--- src/rtl/pipe_scaler_pkg.sv ---
// pipe_scaler_pkg
//
// Shared helpers for the pipe_scaler slice:
//   - prod_w()      : width of the raw product of one data word and one coefficient
//   - is_sentinel() : true for the all-zeros / all-ones words that bypass scaling
//
// The beat struct depends on module parameters, so it is declared inside
// pipe_scaler itself. It is built from the field widths these helpers define.

package pipe_scaler_pkg;

    // Widest data word is_sentinel() can examine.
    localparam int SENT_MAX_W = 64;

    function automatic int prod_w(input int data_w, input int cf_w);
        return data_w + cf_w;
    endfunction

    // d arrives zero-extended from a w-bit word, so all-ones means the low w bits set.
    function automatic logic is_sentinel(input logic [SENT_MAX_W-1:0] d, input int w);
        logic [SENT_MAX_W-1:0] ones;
        ones = (w >= SENT_MAX_W) ? '1 : ((SENT_MAX_W'(1) << w) - SENT_MAX_W'(1));
        return (d == '0) || (d == ones);
    endfunction

endpackage

--- src/rtl/pipe_scaler_lane.sv ---
// pipe_scaler_lane
//
// Combinational scaling of one data channel. Sentinel words (all-zeros,
// all-ones) pass through. Other words are multiplied by the coefficient and
// then either truncated or saturated.
//
// Optional feature macro: PIPE_SCALER_SAT_EN
//   defined   : an overflowing product clamps to all-ones and raises sat
//   undefined : the product is truncated to DATA_W bits and there is no sat port
//
// Ports:
//   d    in  DATA_W  channel word
//   cf   in  CF_W    unsigned coefficient
//   res  out DATA_W  scaled word
//   sat  out 1       saturation flag (only when PIPE_SCALER_SAT_EN is defined)

module pipe_scaler_lane
    import pipe_scaler_pkg::*;
#(
    parameter int DATA_W = 16,
    parameter int CF_W   = 2
)
(
    input  logic [DATA_W-1:0] d,
    input  logic [CF_W-1:0]   cf,
    output logic [DATA_W-1:0] res
`ifdef PIPE_SCALER_SAT_EN
    ,
    output logic              sat
`endif
);

    logic sentinel;
    assign sentinel = is_sentinel(SENT_MAX_W'(d), DATA_W);

`ifdef PIPE_SCALER_SAT_EN
    localparam int PROD_W = prod_w(DATA_W, CF_W);

    logic [PROD_W-1:0] prod;
    assign prod = PROD_W'(d) * PROD_W'(cf);

    // Any bit set above DATA_W means the scaled word no longer fits.
    always_comb begin
        res = prod[DATA_W-1:0];
        sat = 1'b0;
        if (sentinel) begin
            res = d;
        end else if (prod[PROD_W-1:DATA_W] != '0) begin
            res = '1;
            sat = 1'b1;
        end
    end
`else
    // Only the low DATA_W bits survive truncation, so a DATA_W-wide multiply suffices.
    logic [DATA_W-1:0] prod_lo;
    assign prod_lo = d * DATA_W'(cf);
    assign res     = sentinel ? d : prod_lo;
`endif

endmodule

--- src/rtl/pipe_scaler.sv ---
// pipe_scaler
//
// A STAGES-deep valid/ready pipeline that scales CH data words by a per-beat
// coefficient. The multiply happens in stage 0. Later stages only register
// the beat. A synchronous flush drops every beat in flight.
//
// Optional feature macro: PIPE_SCALER_SAT_EN (saturating results plus o_sat).
// When the macro is undefined, o_sat is tied to zero.
//
// Ports:
//   clk      in   1          clock, rising edge
//   rst_n    in   1          synchronous active-low reset
//   i_valid  in   1          input beat valid
//   i_ready  out  1          input beat accepted when i_valid && i_ready
//   i_cf     in   CF_W       coefficient captured with the beat
//   i_data   in   CH*DATA_W  input words, channel k at [k*DATA_W +: DATA_W]
//   i_flush  in   1          synchronous pipeline clear
//   o_valid  out  1          output beat valid
//   o_ready  in   1          downstream accept
//   o_data   out  CH*DATA_W  scaled words, same packing as i_data
//   o_sat    out  CH         per-channel saturation flags

module pipe_scaler
    import pipe_scaler_pkg::*;
#(
    parameter int CH     = 2,
    parameter int DATA_W = 16,
    parameter int CF_W   = 2,
    parameter int STAGES = 2
)
(
    input  logic                 clk,
    input  logic                 rst_n,
    input  logic                 i_valid,
    output logic                 i_ready,
    input  logic [CF_W-1:0]      i_cf,
    input  logic [CH*DATA_W-1:0] i_data,
    input  logic                 i_flush,
    output logic                 o_valid,
    input  logic                 o_ready,
    output logic [CH*DATA_W-1:0] o_data,
    output logic [CH-1:0]        o_sat
);

    typedef struct packed {
        logic [CH*DATA_W-1:0] data;
`ifdef PIPE_SCALER_SAT_EN
        logic [CH-1:0]        sat;
`endif
    } beat_t;

    logic [CH*DATA_W-1:0] lane_data;
`ifdef PIPE_SCALER_SAT_EN
    logic [CH-1:0]        lane_sat;
`endif
    beat_t                lane_beat;

    beat_t                stage_q [STAGES];
    logic [STAGES-1:0]    vld;
    logic                 adv;
    logic                 accept;

    for (genvar k = 0; k < CH; k++) begin : g_lane
        pipe_scaler_lane #(
            .DATA_W (DATA_W),
            .CF_W   (CF_W)
        ) u_lane (
            .d   (i_data[k*DATA_W +: DATA_W]),
            .cf  (i_cf),
            .res (lane_data[k*DATA_W +: DATA_W])
`ifdef PIPE_SCALER_SAT_EN
            ,
            .sat (lane_sat[k])
`endif
        );
    end

    always_comb begin
        lane_beat      = '0;
        lane_beat.data = lane_data;
`ifdef PIPE_SCALER_SAT_EN
        lane_beat.sat  = lane_sat;
`endif
    end

    // The whole pipe moves together whenever the last stage is empty or being drained.
    assign adv     = o_ready || !o_valid;
    assign i_ready = adv && !i_flush;
    assign accept  = i_valid && i_ready;

    // Stage 0 always loads the lane result. Its valid bit decides whether
    // the loaded value is a real beat or a bubble. A flush clears only the
    // valid bits. The data registers keep their contents.
    always_ff @(posedge clk) begin
        if (!rst_n) begin
            vld <= '0;
            for (int s = 0; s < STAGES; s++) begin
                stage_q[s] <= '0;
            end
        end else if (i_flush) begin
            vld <= '0;
        end else if (adv) begin
            for (int s = STAGES - 1; s >= 1; s--) begin
                vld[s]     <= vld[s-1];
                stage_q[s] <= stage_q[s-1];
            end
            vld[0]     <= accept;
            stage_q[0] <= lane_beat;
        end
    end

    assign o_valid = vld[STAGES-1];
    assign o_data  = stage_q[STAGES-1].data;
`ifdef PIPE_SCALER_SAT_EN
    assign o_sat   = stage_q[STAGES-1].sat;
`else
    assign o_sat   = '0;
`endif

endmodule

--- config.mk ---
export PLATFORM = sky130hd
export DESIGN_NAME = pipe_scaler
export DESIGN_NICKNAME = d
export VERILOG_FILES = /design/src/rtl/pipe_scaler_pkg.sv /design/src/rtl/pipe_scaler_lane.sv /design/src/rtl/pipe_scaler.sv
export SDC_FILE = /design/constraint.sdc
export NUM_CORES = 1
export LEC_CHECK = 0
export ABC_AREA = 1
export BUFFER_PORTS_ARGS = -buffer_cell sky130_fd_sc_hd__buf_2
export CORE_UTILIZATION = 64
export DETAILED_ROUTE_END_ITERATION = 16
export GPL_TIMING_DRIVEN = 1
export MAX_ROUTING_LAYER = met4
export PLACE_DENSITY = 0.87
export SLEW_MARGIN = 20
export SYNTH_ARGS = -nofsm -noshare
export SYNTH_HDL_FRONTEND = slang
export SYNTH_HIERARCHICAL = 1
export SYNTH_SLANG_ARGS = --single-unit
--- constraint.sdc ---
create_clock -name clk -period 15.5 [get_ports clk]
set_clock_uncertainty 0.2 [all_clocks]
set_input_delay 1.55 -clock clk [delete_from_list [all_inputs] [get_ports clk]]
set_output_delay 1.55 -clock clk [all_outputs]
set_load 0.005 [all_outputs]
==> summary.txt, run 1 <==
GRT
  • Vias in the first global route: roughly 4200
  • First-pass GRT wire length: approximately 18000 µm
  • Total track usage: around 25%
  • Largest net degree at the start of global routing: 65
  • Initial antenna violation count: 0
  • Grt ovf: 0

Synthesis
  • Top cells by area, synth: edfxtp_1 34%, nand2_1 16%, inv_1 14%
  • Post-synthesis cell count: 822
  • Post-Syn Area: about 5600 µm²
  • Count of different cell masters after synthesis: 36
  • #FFs+latches synth: 66
  • Synth top area share: 34.2%
  • YS warnings: 6
  • Seq/Total Area, Yosys: approximately a third
  • Syn avg cell area: slightly below 7 µm²
  • Post-synth top area cell: edfxtp_1

STA
  • Fin. Hold Viols: 0
  • Slew at the pin closest to its max-slew limit: ~0.75 ns
  • Count of final setup violators: 0
  • Worst hold margin: 0.292 ns
  • Top achievable clock speed: between 200 and 300 MHz
  • Period minus WS final: 3.86 ns
  • Final WS setup: between 10 and 15 ns
  • Max-slew headroom: 50.1%
  • Max Transition Viols Final: 0
  • RSZ-0062 raised after global routing: false
  • Final period util: 24.9%
  • Setup TNS: 0 ns

Clock network
  • Root Buffer: clkbuf_8
  • CTS buffer count: 9
  • Post-CTS sizing: 0
  • Worst-path clk slew: around 0.06 ns
  • H-tree level count: 3
  • Buffers from clock root to sink, at most: 2
  • Skew-Pair Late Insertion Delay: 0.33 ns
  • CTS tree: built
  • Clock tree sinks: 66
  • Setup bufs post-CTS: 0
  • # hold bufs at CTS: 0

Route
  • Wirelength, routed: between 10000 and 15000 µm
  • Post-DR wirelength/cell: between 10 and 15 µm
  • DR vias/cell: ~4.8
  • Initial DRC Count: between 200 and 300
  • Vias post-DR: 4660
  • TritonRoute pass-1 iters: 5
  • Detail Route Antenna Nets: 0
  • Drt drc: 0

Setup path
  • R2R Path Start: vld[1]
  • Crit Path Max Fanout: 4
  • Worst path cell trace: buf_2 > nor2_2 > nor2_4 > buf_2
  • Most frequent CP cell: buf_2
  • R2R Path End: stage_q[0][0]
  • CP max-delay cell: nor2_2
  • WP data arrival: about 2.1 ns
  • Startpoint Class: input port
  • R2R cell count: 5
  • Setup Crit Path Kind: input port to output pin
  • R2R Setup Slk: ~14 ns
  • Worst Path Required: approximately 14 ns
  • Worst Setup End Kind: output pin
  • CP max stage delay: roughly 0.26 ns

Final layout
  • Cell Count, Final, Fillers Out: about 970
  • Most common cell after layout, fill and taps aside: nand2_1
  • Commonest cells after routing, fill and taps aside: 239 x nand2_1, 203 x inv_1, 101 x nor2_1
  • Final core utilization: a little under three quarters
  • Nets@finish: about 930
  • ANT cells: 0
  • Share of cells above drive strength 1: between 10% and 20%
  • Layout area overhead: 5.67%
  • Fill count: 700

Floorplan
  • I/O pin cnt: 75
  • Die height: roughly 96 µm
  • Die area: just over 9000 µm²
  • Initial Util: about two thirds
  • Die width: roughly 96 µm
  • Num rows: 33
  • Core area: about 8300 µm²

Placement
  • Cell Count Post-Placement: between 900 and 1000
  • DP HPWL: a little over 8000 µm
  • IO buf count: 72
  • Placement Setup Slack: roughly 11 ns
  • GPL Wtd Cong: ~0.92

Hold path
  • Min-delay worst type: flop to flop
  • Hold Path Sink: vld[0]
  • Hold Path Origin: vld[0]
  • Hold path cells: 2

Power and ir drop
  • Peak supply drop: just over 40 µV
  • Pwr Density: about 74 nW/µm²
  • Static leakage: 3.54 nW

Job
  • Max-cap violation count: 0

Outcome
  • Outcome: complete, no violations
==> through the flow <==
stage	total power [mW]	instance area (µm²)
after floorplan	0.295	5630
after global placement	0.310	5770
after detailed placement	0.314	5770
after CTS	0.444	5940
after global routing	0.466	5940
final	0.441	5940
==> sequential cells by signal, indices dropped and copies added (netlist names) <==
| register | cells |
|---|---|
| stage_q | 64 |
| vld | 2 |
==> cells in the mapped netlist <==
cell type  number
nand2_1       239
inv_1         203
nor2_1        101
edfxtp_1       64
buf_4          34
nand3_1        34
ha_1           28
a21oi_1        15
nand4_1        14
nor2_2         11
o21ai_0        11
xnor2_1        10
nand3_2         9
buf_6           6
nand2_2         5
clkbuf_1        4
nand3b_1        4
nor4_1          3
xor2_1          3
and2_1          2
clkbuf_2        2
dfxtp_1         2
fa_1            2
nand2_4         2
nor3_2          2
o21a_1          2
a21oi_2         1
and3_1          1
buf_12          1
buf_2           1
conb_1          1
inv_2           1
inv_4           1
nor2_4          1
o21ai_1         1
or2_0           1
==> cell families after synthesis <==
kind of cell    after synthesis  share of synthesized area, %
flops                        66                          34.9
fa+ha+maj                    30                          6.94
simple gates                429                          32.9
buf+inv                     253                          20.4
xor+xnor                     13                          2.02
compound gates               30                          2.82
other cells                   1                        0.0667
==> area by class of cell <==
cell class,instances,area (µm²),area share (%)
Sequential cell,66,1960,33.0
Multi-Input combinational cell,504,2530,42.6
Clock inverter,4,42.5,0.716
Inverter,205,772,13.0
Tap cell,105,131,2.21
Clock buffer,12,135,2.27
Timing Repair Buffer,73,368,6.19
==> per-layer routing <==
layer | GRT usage (%) | vias to the layer above | part of all wire [%]
li1 | - | 2510 | -
met1 | 33.8 | 1985 | 50
met2 | 39.4 | 142 | 43
met3 | 2.69 | 23 | 4.8
met4 | 11.3 | 0 | 2.0
met5 | - | - | 0
==> how the worst max path moves through the flow <==
stage	end	slack, ns	cells after the start	start
after detailed placement	stage_q[0][29]	11.47	16	i_cf[0]
after CTS	i_ready	11.63	4	o_ready
after floorplan	stage_q[0][0]	8.61	2	o_ready
after global routing	i_ready	11.58	4	o_ready
final	i_ready	11.64	4	o_ready
after global placement	stage_q[0][29]	11.59	16	i_cf[0]
==> worst max-delay path: cells and delay by family <==
family	cells	cell delay [ns]
buffers and inverters	2	0.24
and+or+nand+nor	2	0.32
==> power by group <==
| part | total [mW] | switching, mW | internal, mW |
|---|---|---|---|
| Clock | 0.130 | 0.0572 | 0.0731 |
| Sequential | 0.213 | 0.00294 | 0.210 |
| Combinational | 0.0978 | 0.0612 | 0.0366 |
No activity file was read; power rests on OpenSTA's default activity.
==> run 2: changes to the inputs <==
- CORE_UTILIZATION: 64 -> 59
- PLACE_DENSITY: 0.87 -> 0.81
- clock period: 15.5 -> 3.7 ns (I/O delays scaled with it)
==> run 2 against run 1 <==
Register-to-register slack lost 12 ns; combinational power grew to 4.1 times the previous value; clock-buffer cell count shrank 2; global-route usage shrank 3.5 points; clock power grew to 3.6 times the previous value; critical path depth grew 12; sequential cell count is the same; first-iteration DRC count shrank 34%; highest routed layer unchanged.
==> summary.txt, run 2 (synthesized netlist as in run 1, its figures left out) <==
GRT
  • GR met2 Demand/Resource: 31.8% (-7.6 points)
  • Grt ovf: 0 (unchanged)
  • Met1 Use GR: 32.4% (-1.5 points)
  • Vias in the first global route: 3909 (-6.8%)
  • Busiest grt layer: met1
  • Largest net degree at the start of global routing: 65 (unchanged)
  • Met3 usage: 2.53% (-0.16 points)
  • First-pass GRT wire length: 17200 µm (-2.8%)
  • Total track usage: 21.9% (-3.5 points)
  • Initial antenna violation count: 0 (unchanged)

Clock network
  • CTS tree: built
  • Skew-Pair Late Insertion Delay: 0.33 ns (about the same)
  • Setup bufs post-CTS: 0 (unchanged)
  • # hold bufs at CTS: 0 (unchanged)
  • Worst-path clk slew: 0.07 ns (about the same)
  • CTS buffer count: 9 (unchanged)
  • Clock tree sinks: 66 (unchanged)
  • H-tree level count: 3 (unchanged)
  • Post-CTS sizing: 0 (unchanged)
  • Root Buffer: clkbuf_8
  • Buffers from clock root to sink, at most: 2 (unchanged)

Job
  • Max-cap violation count: 0 (unchanged)

STA
  • Max Transition Viols Final: 0 (unchanged)
  • Slew at the pin closest to its max-slew limit: 0.749 ns (+0.000289 ns)
  • Top achievable clock speed: 400 MHz
  • Max-slew headroom: 50.1% (about the same)
  • Setup TNS: 0 ns (unchanged)
  • Count of final setup violators: 0 (unchanged)
  • RSZ-0062 raised after global routing: false
  • Fin. Hold Viols: 0 (unchanged)
  • Final period util: a little under 70%
  • Period minus WS final: about 2.5 ns

Floorplan
  • I/O pin cnt: 75 (unchanged)
  • Die width: 99.6 µm (+4.1%)
  • Initial Util: 60.9% (-6.6 points)
  • Die height: 99.6 µm (+4.1%)
  • Core area: 9240 µm² (+11%)
  • Die area: 9930 µm² (+8.3%)
  • Num rows: 35 (+6.1%)

Final layout
  • Largest register FFs: 64 (unchanged)
  • Nets@finish: 928 (unchanged)
  • Layout area overhead: 5.74% (about the same)
  • Top flop regs: stage_q (64), vld (2)
  • Share of cells above drive strength 1: 13.5% (-0.12 points)
  • Commonest cells after routing, fill and taps aside: 239 x nand2_1, 203 x inv_1, 101 x nor2_1
  • ANT cells: 0 (unchanged)
  • Most common cell after layout, fill and taps aside: nand2_1
  • Reg with most FFs: stage_q

Setup path
  • R2R Setup Slk: 1.88 ns (-11.77 ns)
  • R2R Path End: stage_q[0][33]
  • CP delay by family, top: buffers and inverters
  • CP Buf/Inv Count: 5 (+3)
  • Crit Path Max Fanout: 32 (+28)
  • WP data arrival: 2.36 ns (+0.25 ns)
  • CP max stage delay: 0.41 ns (+0.15 ns)
  • Worst Setup End Kind: flop
  • Worst path cell trace: buf_2 > nand2_1 > inv_1 > ha_1 > inv_1 > fa_1 > inv_1 > nand3_1 > nand3_1 > nand3_1 > nand3_1 > nand2_1 > nand3_2 > nand2_1 > inv_1 > nor2_1
  • R2R Path Start: vld[1]
  • Worst Path Required: 3.56 ns (-10.19 ns)
  • R2R cell count: 5 (unchanged)
  • Startpoint Class: input port
  • Setup Crit Path Kind: input port to flop
  • CP max-delay cell: buf_2

Power and ir drop
  • Pwr Density: 296 nW/µm² (+300%)
  • Total power: 1.76 mW (+300%)
  • Static leakage: 3.53 nW (-0.33%)
  • Peak supply drop: 182 µV (+340%)

Outcome
  • Outcome: complete, no violations

Route
  • Detail Route Antenna Nets: 0 (unchanged)
  • Initial DRC Count: 191 (-34%)
  • Drt drc: 0 (unchanged)
  • Wirelength, routed: 9550 µm (-6.9%)
  • TritonRoute pass-1 iters: 4 (-1)
  • DR vias/cell: 4.50 (-6.5%)
  • Vias post-DR: 4466 (-4.2%)
  • Post-DR wirelength/cell: 9.62 µm (-9.2%)

Placement
  • DP HPWL: 7530 µm (-7.5%)
  • GPL Wtd Cong: 0.880 (-3.8%)
  • IO buf count: 72 (unchanged)

Hold path
  • Hold path cells: 3 (+1)
  • Hold Path Origin: i_valid
  • Hold Path Sink: vld[0]
  • Min-delay worst type: input port to flop
## run 2: cell type report
type | count | area (µm²)
fill | 847 | 3290
tap | 129 | 161
clock buffer | 10 | 128
inverter | 205 | 772
sequential | 66 | 1960
timing repair buffer | 73 | 368
multi-input combinational | 504 | 2530
clock inverter | 6 | 23.8
## run 2: worst max-delay path by stage
stage,from,to,depth (start not counted)
6_report,i_cf[0],stage_q[0][29],16
5_1_grt,i_cf[0],stage_q[0][25],16
4_1_cts,i_cf[0],stage_q[0][29],16
3_5_place_dp,i_cf[0],stage_q[0][29],16
3_3_place_gp,i_cf[0],stage_q[0][13],16
2_1_floorplan,vld[1],stage_q[0][0],3
## run 2: power breakdown
group	internal [mW]	switching [mW]
clock	0.230	0.235
combinational	0.153	0.250
sequential	0.879	0.0117
total	1.26	0.497
## run 2: tightest hold or removal path: cells and delay by family
| family | cells | cell delay [ns] |
|---|---|---|
| simple gates | 1 | 0.07 |
| compound gates | 1 | 0.05 |
| buf+inv | 1 | 0.10 |
## run 2: layer usage
metal	vias up	share of wire [%]
li1	2507	-
met1	1845	54
met2	107	41
met3	7	4.2
met4	0	0.84
met5	-	0
## run 2: stage by stage
step | setup slack, ns | utilization, % | area (µm²) | hold slack [ns] | std cells
final | 1.20 | 64.4 | 5950 | 0.117 | 993
after detailed placement | 0.860 | 62.7 | 5800 | 0.265 | 977
after floorplan | 0.949 | - | 5630 | 0.241 | 823
after CTS | 1.22 | 64.4 | 5950 | 0.0964 | 993
after global routing | 0.954 | 64.4 | 5950 | 0.112 | 993
after global placement | 0.927 | 62.7 | 5800 | 0.251 | 977
==> run 3: changes to the inputs <==
- CORE_UTILIZATION: 59 -> 54
- PLACE_DENSITY: 0.81 -> 0.78
- clock period: 3.7 -> 2.25 ns (I/O delays scaled with it)
==> run 3 against run 2 <==
Largest power group unchanged; power increased by 85%; highest routed layer unchanged; final cell count up 4.1%; die area increased by 9.1%; sequential power grew 64%; non-clock buffer count rose by 37; global-route usage decreased by 1.8 points; worst setup slack got worse by 0.90 ns; largest cell class unchanged; clock-buffer cell count fell by 1.
==> summary.txt, run 3 (synthesized netlist as in run 1, its figures left out) <==
Outcome
  • Outcome: complete, no violations

GRT
  • Grt ovf: 0 (unchanged)
  • Initial antenna violation count: 0 (unchanged)
  • Total track usage: 20.1% (-1.8 points)
  • Vias in the first global route: 3995 (+2.2%)
  • Largest net degree at the start of global routing: 65 (unchanged)
  • First-pass GRT wire length: 17500 µm (+1.6%)

Final layout
  • Commonest cells after routing, fill and taps aside: 239 x nand2_1, 203 x inv_1, 101 x nor2_1
  • Reg with most FFs: stage_q
  • Cell Count, Final, Fillers Out: 1034 (+4.1%)
  • Nets@finish: 965 (+4.0%)
  • Final core utilization: 63.8% (-0.61 points)
  • Top flop regs: stage_q (64), vld (2)
  • Share of cells above drive strength 1: 17.8% (+4.2 points)
  • Layout area overhead: 12.8%
  • ANT cells: 0 (unchanged)
  • Most common cell after layout, fill and taps aside: nand2_1
  • Largest register FFs: 64 (unchanged)

Route
  • DR vias/cell: 4.50 (about the same)
  • TritonRoute pass-1 iters: 7 (+3)
  • Initial DRC Count: 243 (+27%)
  • Wirelength, routed: 10100 µm (+5.9%)
  • Drt drc: 0 (unchanged)
  • Post-DR wirelength/cell: 9.78 µm (+1.7%)
  • Vias post-DR: 4650 (+4.1%)
  • Detail Route Antenna Nets: 0 (unchanged)

Setup path
  • R2R cell count: 6 (+1)
  • R2R Path End: stage_q[0][36]
  • R2R Path Start: vld[1]
  • Worst Path Required: 2.13 ns (-1.43 ns)
  • Startpoint Class: input port
  • WP data arrival: 1.83 ns (-0.53 ns)
  • R2R Setup Slk: 0.49 ns (-1.39 ns)
  • Setup Crit Path Kind: input port to flop
  • Worst Setup End Kind: flop
  • Crit Path Max Fanout: 13 (-59%)
  • CP Launch Point: i_cf[0]
  • CP endpoint: stage_q[0][30]

STA
  • Fin. Hold Viols: 0 (unchanged)
  • Count of final setup violators: 0 (unchanged)
  • Top achievable clock speed: 514 MHz
  • Final period util: 86.4%
  • Period minus WS final: a little under 2 ns
  • Max Transition Viols Final: 0 (unchanged)
  • RSZ-0062 raised after global routing: false

Hold path
  • Hold path cells: 4 (+1)
  • Min-delay worst type: input port to flop

Job
  • Max-cap violation count: 0 (unchanged)

Placement
  • IO buf count: 72 (unchanged)
  • Cell Count Post-Placement: 1016 (+4.0%)
  • DP HPWL: 8140 µm (+8.1%)
  • GPL Wtd Cong: 0.908 (+3.1%)

Clock network
  • Buffers from clock root to sink, at most: 2 (unchanged)
  • Clock tree sinks: 66 (unchanged)
  • CTS buffer count: 9 (unchanged)
  • Post-CTS sizing: 0 (unchanged)
  • H-tree level count: 3 (unchanged)
  • CTS tree: built
  • Worst-path clk slew: 0.07 ns (about the same)
  • Skew-Pair Late Insertion Delay: 0.33 ns (about the same)
  • Root Buffer: clkbuf_8
  • Setup bufs post-CTS: 0 (unchanged)

Floorplan
  • Initial Util: 56.5% (-4.4 points)
  • Core area: 9950 µm² (+7.7%)
  • I/O pin cnt: 75 (unchanged)
  • Die height: 104 µm (+4.4%)
  • Num rows: 36 (+2.9%)
  • Die area: 10800 µm² (+9.1%)
  • Die width: 104 µm (+4.4%)

Power and ir drop
  • Static leakage: 3.76 nW (+6.5%)
  • Pwr Density: 513 nW/µm² (+74%)
  • Peak supply drop: 355 µV (+95%)
## run 3: worst min path at each step
| stage | startpoint | to | slack, ns |
|---|---|---|---|
| finish | o_ready | vld[0] | 0.03 |
| global route | o_ready | vld[0] | 0.04 |
| CTS | o_ready | vld[0] | 0.01 |
| detailed placement | vld[0] | vld[1] | 0.26 |
| global placement | vld[0] | vld[0] | 0.25 |
| floorplan | rst_n | vld[0] | 0.17 |
## run 3: timing repair
action                     CTS  global route
hold buffers                 2             0
hold endpoints to repair     2             0
setup endpoints to repair    0             0
## run 3: layer usage
metal / share of wire (%) / GRT usage (%) / vias up
li1: - / - / 2578
met1: 54 / 28.9 / 1928
met2: 39 / 29.2 / 135
met3: 5.3 / 3.07 / 9
met4: 1.3 / 6.12 / 0
met5: 0 / - / -
## run 3: worst max-delay path, stage by stage
cell and delay [ns]:
buf_2 0.15, buf_4 0.19, nand2_1 0.07, inv_1 0.04, ha_1 0.36, nand2_1 0.12, nor2_1 0.11, nand2_1 0.07
nand3_2 0.09, nand2_1 0.07, nand2_1 0.07, nand2_1 0.07, nand3_2 0.06, nand2_1 0.05, inv_1 0.06, nor2_1 0.04
## run 3: cell type report
class	count	area (µm²)
fillers	937	3610
multi-input cells	504	2540
flip-flops and latches	66	1960
inverters	205	772
repair buffers	110	688
well taps	133	166
clock buffers	9	124
clock inverters	7	93.8
## run 3: report_power, final
group	internal (mW)	total, mW	switching (mW)
clock	0.621	1.05	0.432
sequential	1.44	1.46	0.0200
combinational	0.312	0.742	0.429
total	2.38	3.26	0.881
## run 3: stage by stage
stage          setup WS, ns  setup TNS, ns  area, µm²  hold slack [ns]  power, mW
6_report              0.305              0       6350           0.0279       3.26
5_1_grt              0.0625              0       6350           0.0398       3.45
2_1_floorplan        0.0453              0       5660            0.171       2.03
3_5_place_dp        -0.0570         -0.199       6110            0.261       2.23
3_3_place_gp        -0.0319        -0.0467       6110            0.253       2.22
4_1_cts               0.319              0       6350           0.0144       3.29
